<file path="src/rtl/hazard_pkg.sv">
// Shared types and constants for the pipeline hazard controller.
// Optional performance counters are enabled with HAZARD_PERF_CNT_EN.
package hazard_pkg;

    typedef enum logic [1:0] {
        RUN        = 2'd0,
        MEM_WAIT   = 2'd1,
        REDIRECT   = 2'd2,
        LOAD_STALL = 2'd3
    } hz_state_e;

    localparam logic [4:0] REG_X0 = 5'h0;

    typedef struct packed {
        logic stall_fetch;
        logic stall_decode;
        logic stall_execute;
        logic stall_memory;
        logic flush_decode;
        logic flush_execute;
        logic flush_writeback;
    } pipe_ctrl_t;

    localparam pipe_ctrl_t CTRL_NONE     = '0;
    localparam pipe_ctrl_t CTRL_MEM_WAIT = '{1'b1, 1'b1, 1'b1, 1'b1, 1'b0, 1'b0, 1'b1};
    localparam pipe_ctrl_t CTRL_REDIRECT = '{1'b0, 1'b0, 1'b0, 1'b0, 1'b1, 1'b1, 1'b0};
    localparam pipe_ctrl_t CTRL_REFILL   = '{1'b0, 1'b0, 1'b0, 1'b0, 1'b1, 1'b0, 1'b0};
    localparam pipe_ctrl_t CTRL_LOAD_USE = '{1'b1, 1'b1, 1'b0, 1'b0, 1'b0, 1'b1, 1'b0};

endpackage

</file>
<file path="src/rtl/hazard_ctrl_detect.sv">
// Combinational load-use hazard detection between the ID and EX stages.
module hazard_detect
    import hazard_pkg::*;
(
    input  logic [4:0] rs1_addr,
    input  logic [4:0] rs2_addr,
    input  logic       rs1_used,
    input  logic       rs2_used,
    input  logic [4:0] rd_addr,
    input  logic       rd_wren,
    input  logic       mem_rden,
    output logic       load_use
);

    logic load_writes_reg;

    // x0 is never written, so a load targeting it cannot create a dependency.
    assign load_writes_reg = mem_rden && rd_wren && (rd_addr != REG_X0);
    assign load_use = load_writes_reg &&
                      ((rs1_used && (rs1_addr == rd_addr)) ||
                       (rs2_used && (rs2_addr == rd_addr)));

endmodule

</file>
<file path="src/rtl/hazard_ctrl.sv">
// Stall/flush scheduler for the 5-stage pipe: LSU waits, branch redirects, load-use.
// Define HAZARD_PERF_CNT_EN to add saturating performance counters.
module hazard_ctrl
    import hazard_pkg::*;
#(
    parameter int REDIRECT_PENALTY = 1,
    parameter int LSU_TIMEOUT      = 255,
    parameter int CNT_W            = 32
) (
    input  logic       i_clk,
    input  logic       i_reset,
    input  logic [4:0] i_rs1_addr_decode,
    input  logic [4:0] i_rs2_addr_decode,
    input  logic       i_rs1_used_decode,
    input  logic       i_rs2_used_decode,
    input  logic [4:0] i_rd_addr_execute,
    input  logic       i_rd_wren_execute,
    input  logic       i_mem_rden_execute,
    input  logic       i_redirect_execute,
    input  logic       i_lsu_req_memory,
    input  logic       i_lsu_ready,
    output logic       o_stall_fetch,
    output logic       o_stall_decode,
    output logic       o_stall_execute,
    output logic       o_stall_memory,
    output logic       o_flush_decode,
    output logic       o_flush_execute,
    output logic       o_flush_writeback,
    output logic       o_lsu_timeout,
    output logic [1:0] o_state
`ifdef HAZARD_PERF_CNT_EN
    ,
    output logic [CNT_W-1:0] o_cnt_lu_stall,
    output logic [CNT_W-1:0] o_cnt_mem_wait,
    output logic [CNT_W-1:0] o_cnt_redirect,
    output logic [CNT_W-1:0] o_cnt_timeout
`endif
);

    localparam logic [15:0] WAIT_LAST = 16'(LSU_TIMEOUT - 1);
    localparam logic [2:0]  PENALTY   = 3'(REDIRECT_PENALTY);

    hz_state_e   state, state_nxt;
    logic [15:0] wait_cnt, wait_cnt_nxt;
    logic [2:0]  pen_cnt, pen_cnt_nxt;
    pipe_ctrl_t  ctrl;
    logic        lu, mw, timeout, redirect_taken;

    hazard_detect u_detect (
        .rs1_addr (i_rs1_addr_decode),
        .rs2_addr (i_rs2_addr_decode),
        .rs1_used (i_rs1_used_decode),
        .rs2_used (i_rs2_used_decode),
        .rd_addr  (i_rd_addr_execute),
        .rd_wren  (i_rd_wren_execute),
        .mem_rden (i_mem_rden_execute),
        .load_use (lu)
    );

    assign mw = i_lsu_req_memory && !i_lsu_ready;

    always_comb begin
        // NOTE: every output of this block gets a default first, so no path can infer a latch.
        state_nxt      = state;
        wait_cnt_nxt   = wait_cnt;
        pen_cnt_nxt    = pen_cnt;
        ctrl           = CTRL_NONE;
        timeout        = 1'b0;
        redirect_taken = 1'b0;

        if (state == MEM_WAIT) begin
            if (!mw) begin
                state_nxt = RUN;
            end else if (wait_cnt == WAIT_LAST) begin
                timeout   = 1'b1;
                state_nxt = RUN;
            end else begin
                ctrl         = CTRL_MEM_WAIT;
                wait_cnt_nxt = wait_cnt + 16'd1;
            end
        end else if (mw) begin
            ctrl         = CTRL_MEM_WAIT;
            wait_cnt_nxt = '0;
            state_nxt    = MEM_WAIT;
        end else if (i_redirect_execute) begin
            ctrl           = CTRL_REDIRECT;
            redirect_taken = 1'b1;
            pen_cnt_nxt    = PENALTY;
            state_nxt      = (REDIRECT_PENALTY > 0) ? REDIRECT : RUN;
        end else if (state == REDIRECT) begin
            // Wrong-path instructions still arrive in ID, so load-use is ignored here.
            ctrl        = CTRL_REFILL;
            pen_cnt_nxt = pen_cnt - 3'd1;
            if (pen_cnt <= 3'd1) begin
                state_nxt = RUN;
            end
        end else if (lu) begin
            ctrl      = CTRL_LOAD_USE;
            state_nxt = LOAD_STALL;
        end else begin
            state_nxt = RUN;
        end
    end

    always_ff @(posedge i_clk) begin
        if (i_reset) begin
            state    <= RUN;
            wait_cnt <= '0;
            pen_cnt  <= '0;
        end else begin
            state    <= state_nxt;
            wait_cnt <= wait_cnt_nxt;
            pen_cnt  <= pen_cnt_nxt;
        end
    end

    // Reset must silence the pipe in the very cycle it is sampled.
    always_comb begin
        o_stall_fetch     = ctrl.stall_fetch     && !i_reset;
        o_stall_decode    = ctrl.stall_decode    && !i_reset;
        o_stall_execute   = ctrl.stall_execute   && !i_reset;
        o_stall_memory    = ctrl.stall_memory    && !i_reset;
        o_flush_decode    = ctrl.flush_decode    && !i_reset;
        o_flush_execute   = ctrl.flush_execute   && !i_reset;
        o_flush_writeback = ctrl.flush_writeback && !i_reset;
        o_lsu_timeout     = timeout              && !i_reset;
        o_state           = i_reset ? RUN : state;
    end

`ifdef HAZARD_PERF_CNT_EN
    always_ff @(posedge i_clk) begin
        if (i_reset) begin
            o_cnt_lu_stall <= '0;
            o_cnt_mem_wait <= '0;
            o_cnt_redirect <= '0;
            o_cnt_timeout  <= '0;
        end else begin
            if (lu && (o_cnt_lu_stall != '1))
                o_cnt_lu_stall <= o_cnt_lu_stall + CNT_W'(1);
            if ((state == MEM_WAIT) && (o_cnt_mem_wait != '1))
                o_cnt_mem_wait <= o_cnt_mem_wait + CNT_W'(1);
            if (redirect_taken && (o_cnt_redirect != '1))
                o_cnt_redirect <= o_cnt_redirect + CNT_W'(1);
            if (timeout && (o_cnt_timeout != '1))
                o_cnt_timeout <= o_cnt_timeout + CNT_W'(1);
        end
    end
`endif

endmodule

</file>
<file path="config.mk">
export PLATFORM = sky130hd
export DESIGN_NAME = hazard_ctrl
export DESIGN_NICKNAME = d
export VERILOG_FILES = /design/src/rtl/hazard_pkg.sv /design/src/rtl/hazard_ctrl_detect.sv /design/src/rtl/hazard_ctrl.sv
export SDC_FILE = /design/constraint.sdc
export NUM_CORES = 1
export LEC_CHECK = 0
export CAP_MARGIN = 20
export CORE_UTILIZATION = 41
export CTS_CLUSTER_DIAMETER = 120
export DETAILED_ROUTE_END_ITERATION = 6
export GPL_TIMING_DRIVEN = 0
export PLACE_DENSITY = 0.69
export SLEW_MARGIN = 10
export SYNTH_ARGS = -nofsm -noshare
export SYNTH_HDL_FRONTEND = slang
export SYNTH_SLANG_ARGS = --single-unit
</file>
<file path="constraint.sdc">
create_clock -name i_clk -period 2 [get_ports i_clk]
set_clock_uncertainty 0.1 [all_clocks]
set_input_delay 0.4 -clock i_clk [delete_from_list [all_inputs] [get_ports i_clk]]
set_output_delay 0.4 -clock i_clk [all_outputs]
set_load 0.05 [all_outputs]
</file>
### Word level (Yosys, flattened, before mapping)

Cells that the tools add are included.

| word-level totals | value |
|---|---|
| bits in registers | 21 |
| input bits | 24 |
| output and inout bits | 10 |
| logic and storage cells | 63 |

| operators by class | value |
|---|---|
| add/sub/neg operators | 2 |
| $lt $le $gt $ge | 1 |
| eq/ne operators | 8 |
| mux-type cells | 25 |
| bitwise gates (word level) | 2 |
| reduce and logical (&&, ||, !) cells | 22 |

Operator list:

| kind | count |
|---|---|
| two-way mux 16 bit | 4 |
| two-way mux 7 bit | 7 |
| two-way mux 2 bit | 9 |
| adder 16 x 1 -> 16 bit (second input constant) | 1 |
| equality test 16 x 8 -> 1 bit (second input constant) | 1 |
| logical AND 1 bit | 14 |
| equality test 5 bit | 2 |
| two-way mux 3 bit | 2 |
| != test 5 x 4 -> 1 bit (second input constant) | 1 |
| nonzero test 5 bit | 1 |
| AND reduction 2 bit | 2 |
| less-or-equal comparator 3 x 1 -> 1 bit (second input constant) | 1 |
| two-way mux 1 bit | 3 |
| != test 3 x 2 -> 1 bit (second input constant) | 1 |
| AND reduction 3 bit | 1 |
| subtractor 3 x 1 -> 3 bit (second input constant) | 1 |
| equality test 2 x 1 -> 1 bit (second input constant) | 1 |
| equality test 2 bit (second input constant) | 1 |
| zero test 1 bit | 2 |
| != test 2 bit (second input constant) | 1 |
| NOT 1 bit | 2 |
| nonzero test 2 bit | 1 |
| logical OR 1 bit | 1 |

### Logic depth before layout (Yosys ltp)

| logic depth | value |
|---|---|
| depth in word-level cells | 10 |
| mapped depth | 9 |
| mapped depth without buffers | 7 |

### Hierarchy

From an unflattened synthesis, not the netlist that was laid out.

| unflattened totals | value |
|---|---|
| cell total of the unflattened synthesis | 183 |
| area, all modules | 1410.1 µm² |

By module, submodules not included:

| module | instances | cells an instance | area an instance (µm²) | seq. area each (µm²) |
|---|---|---|---|---|
| hazard_ctrl | 1 | 166 | 1275.0 | 420.4 |
| hazard_detect | 1 | 17 | 135.1 | 0.0 |

### Worst setup path after synthesis

No wires, ideal clock.

| path | value |
|---|---|
| path type | register to output |
| start | register wait_cnt[0] |
| end | output port o_stall_fetch |
| data arrival time | 3.091 ns |
| data required time | 1.500 ns |
| setup slack | -1.591 ns |
| cell stages (with the launch flop) | 9 |
| buffers on the path | 1 |
| cell sequence | dfxtp_1 inv_1 ha_1 nor4b_1 nand4_1 nor2_1 nor3_1 o21bai_1 buf_4 |

| on the way | value |
|---|---|
| cells in the longest elaborated chain, start to end | 5 |

RTL lines:

| what | RTL line | text |
|---|---|---|
| start: declaration | hazard_ctrl.sv:44 | `logic [15:0] wait_cnt, wait_cnt_nxt;` |
| start signal: assignment | hazard_ctrl.sv:112 | `wait_cnt <= wait_cnt_nxt;` |
| equality test 16 x 8 -> 1 bit | hazard_ctrl.sv:74 | `end else if (wait_cnt == WAIT_LAST) begin` |
| two-way mux 7 bit | hazard_ctrl.sv:74 |  |
| two-way mux 7 bit | hazard_ctrl.sv:72 | `if (!mw) begin` |
| two-way mux 7 bit | hazard_ctrl.sv:71 | `if (state == MEM_WAIT) begin` |
| logical AND 1 bit | hazard_ctrl.sv:119 | `o_stall_fetch = ctrl.stall_fetch && !i_reset;` |
| end: declaration | hazard_ctrl.sv:22 | `output logic o_stall_fetch,` |

Every way passes these cells.

### Worst setup path in the final report

Ends and elaborated chain as after synthesis.

==> impl_metrics.toml <==
[outcome]
status = "finished with violations"
violations = "setup timing"

[clock_tree]
clk_path_buf_depth = 2
cts_buffers = 3
cts_tree = "built"
cts_max_level = 1
holdBufCountCts = 0
cts_root_buf = "clkbuf_4"
clkSinkCount = 21
clkTransAtPathRegs_ps = 110
clock_latency_ps = 310

[drt]
num_vias = 1425
drt-total-wl_um = 3560
vias_per_cell = 5.357
drt-pass1-iter-count = 4
drc = 0
wl_per_cell_um = 13.38
ant_nets = 0
drt-initial-drc-count = 49

[final_layout]
final_common_cell = "nand2_1"
drive_above_1_share_pct = 28.38
stdcell_area_mm2 = 0.001983
post-route-util_pct = 63.91
antenna_cells = 0
syn_to_final_growth_pct = 45.41
final_cell_mix = "nand2_1 (18), dfxtp_1 (17), buf_4 (14)"
nets = 251

[setup_path]
critPathKind = "reg2out"
r2r-start = "wait_cnt[1]"
worstReg2RegEnd = "wait_cnt[12]"
worstSetupStartpoint = "wait_cnt[0]"
rrSetupSlack_ps = 160
cp.required_ps = 1500
endpoint_kind = "output pin"
r2r_cells = 7
cp_max_fo = 3
critPathLaunchType = "flop"
critPathCapture = "o_stall_fetch"
worst_ep_arrival_time_ps = 1890

[power]
intPower_mw = 0.6009
seqPwrFrac_pct = 50.9
p_leak_nw = 0.7282
sw_frac_of_total_pct = 28.45
peakVddDrop_v = 0.0003305
comb_power_share_pct = 24.7
switching_power_mw = 0.2390
p_clk_share_pct = 24.5
p_per_area_mw_per_mm2 = 423.5

[synthesis]
syn_avg_cell_area_um2 = 7.749
synth-edff-count = 0
synth_cell_types = 46
ys.flop_type = "dfxtp_1"
synthesis.area_mm2 = 0.001364
async_reset_ff_share_pct = 0
synthCells = 176
ys_seq_area_share_pct = 30.83
synth-seq-cells = 21
ys_warn_count = 0
syn-num-nets = 204

[die]
fp-row-count = 20
core_area_mm2 = 0.003103
die-area_mm2 = 0.003561
die-height_um = 59.68
num_io_pins = 34
initial_core_util_pct = 43.95
die_x_um = 59.68

[global_route]
grt_overflow_total = 0
grt_pass1_wl_um = 5906
grt_pass1_vias = 1441
grt_max_degree = 12
antenna_found_initial = 0
grtUsageTotal_pct = 21.75

[place]
placed_area_mm2 = 0.001797
place.gp.congestion = 0.8523
portBuffers = 33
dp_hpwl_um = 2581

[timing]
worst_pin_slew_ps = 325.5
finalMaxSlewViolations = 0
hold_ws_ps = 388.0
hold_violations = 0
tns_ps = -2129
setup_violations = 8
rsz0062_at_grt = "yes"
max_slew_margin_pct = 78.28
fin_crit_sh_pct = 119.3
period_needed_ps = 2386
clock.fmax_ghz = 0.4191
layout_setup_ws_ps = -386.0

[hold_path]
min-delay-path-class = "reg2reg"

[flow_run]
drv_cap = 0
[power by group through the flow]
stage	Sequential, mW	Clock (mW)	Combinational, mW
after global routing	0.428	0.240	0.221
after detailed placement	0.439	0	0.191
final	0.427	0.206	0.207
after floorplan	0.438	0	0.108
after CTS	0.429	0.214	0.200
after global placement	0.438	0	0.187
[area by class of cell]
type	count	area [um2]
clock buffer	4	26.28
multi-input combinational	137	980.9
inverter	9	33.78
sequential	21	432.9
buffer	9	82.58
tap	44	55.05
timing repair buffer	42	371.6
fill	295	1120
[worst min path at each step]
stage                     slack, ps  cells after the start         start      endpoint
after floorplan                 350                      2  wait_cnt[13]  wait_cnt[13]
after global placement          360                      2   wait_cnt[7]   wait_cnt[7]
after detailed placement        370                      2   wait_cnt[7]   wait_cnt[7]
after CTS                       390                      2   wait_cnt[7]   wait_cnt[7]
after global routing            420                      2   wait_cnt[7]   wait_cnt[7]
final                           390                      2   wait_cnt[7]   wait_cnt[7]
[per-layer routing]
metal  track usage, %  part of all wire, %  up-vias
met2            41.11                   49       43
met4            7.973                  1.2        0
met1            23.73                   43      655
met3            4.113                  7.1        5
met5                0                    0        -
li1                 -                    -      722
[flip-flops by register name (all words and copies together) (netlist names)]
signal / count
pen_cnt: 3
wait_cnt: 16
state: 2
[synth_stat cells, drive strengths merged, types with 2 or more instances]
cell     n  area, um2
o31ai    2      15.01
nand4    6      37.54
o21bai   2      15.01
buf      8      65.06
o21ai   16      80.07
and2     2      12.51
ha       4      50.05
nor3b    2      20.02
nand2   19      71.32
nor2b    3      18.77
and4     3      26.28
inv      9      33.78
o211ai   2      20.02
dfxtp   21      420.4
nand2b   2      12.51
nor3     4      20.02
nand3   10      50.05
or3      5      31.28
a21oi   14      70.07
a21o     2      16.27
o311ai   2      17.52
or4      2      18.77
nor2    10      37.54
xnor2   10      87.58
and3     3      20.02
[critical path: stages (launching register included)]
cell and delay [ps]:
dfxtp_4 360, inv_2 60, ha_4 110, nor4b_4 190, nand4_1 180, nor2_2 190
nor3_4 50, o21bai_4 180, buf_6 120, buf_8 140
[metrics by stage]
step / worst slack [ps] / power [mW] / std cells
finish: -386.0 / 0.8399 / 266
global route: -516.8 / 0.8893 / 266
CTS: -413.5 / 0.8426 / 265
detailed placement: -1322 / 0.6302 / 253
global placement: -1265 / 0.6251 / 253
floorplan: -431.9 / 0.5457 / 176
[repair_timing]
item                                    CTS  global route
endpoints found under the setup margin   19            13
buffers inserted                          8             1
pin swaps                                22             7
resized for setup                       106            12
[logic make-up after synthesis]
group | count (synthesis) | synth area share [%]
buf+inv | 18 | 7.522
fa+ha+maj | 5 | 4.404
compound gates | 44 | 19.17
xor+xnor | 11 | 7.064
simple gates | 77 | 31.01
flops | 21 | 30.83
No activity file was read; power rests on OpenSTA's default activity.
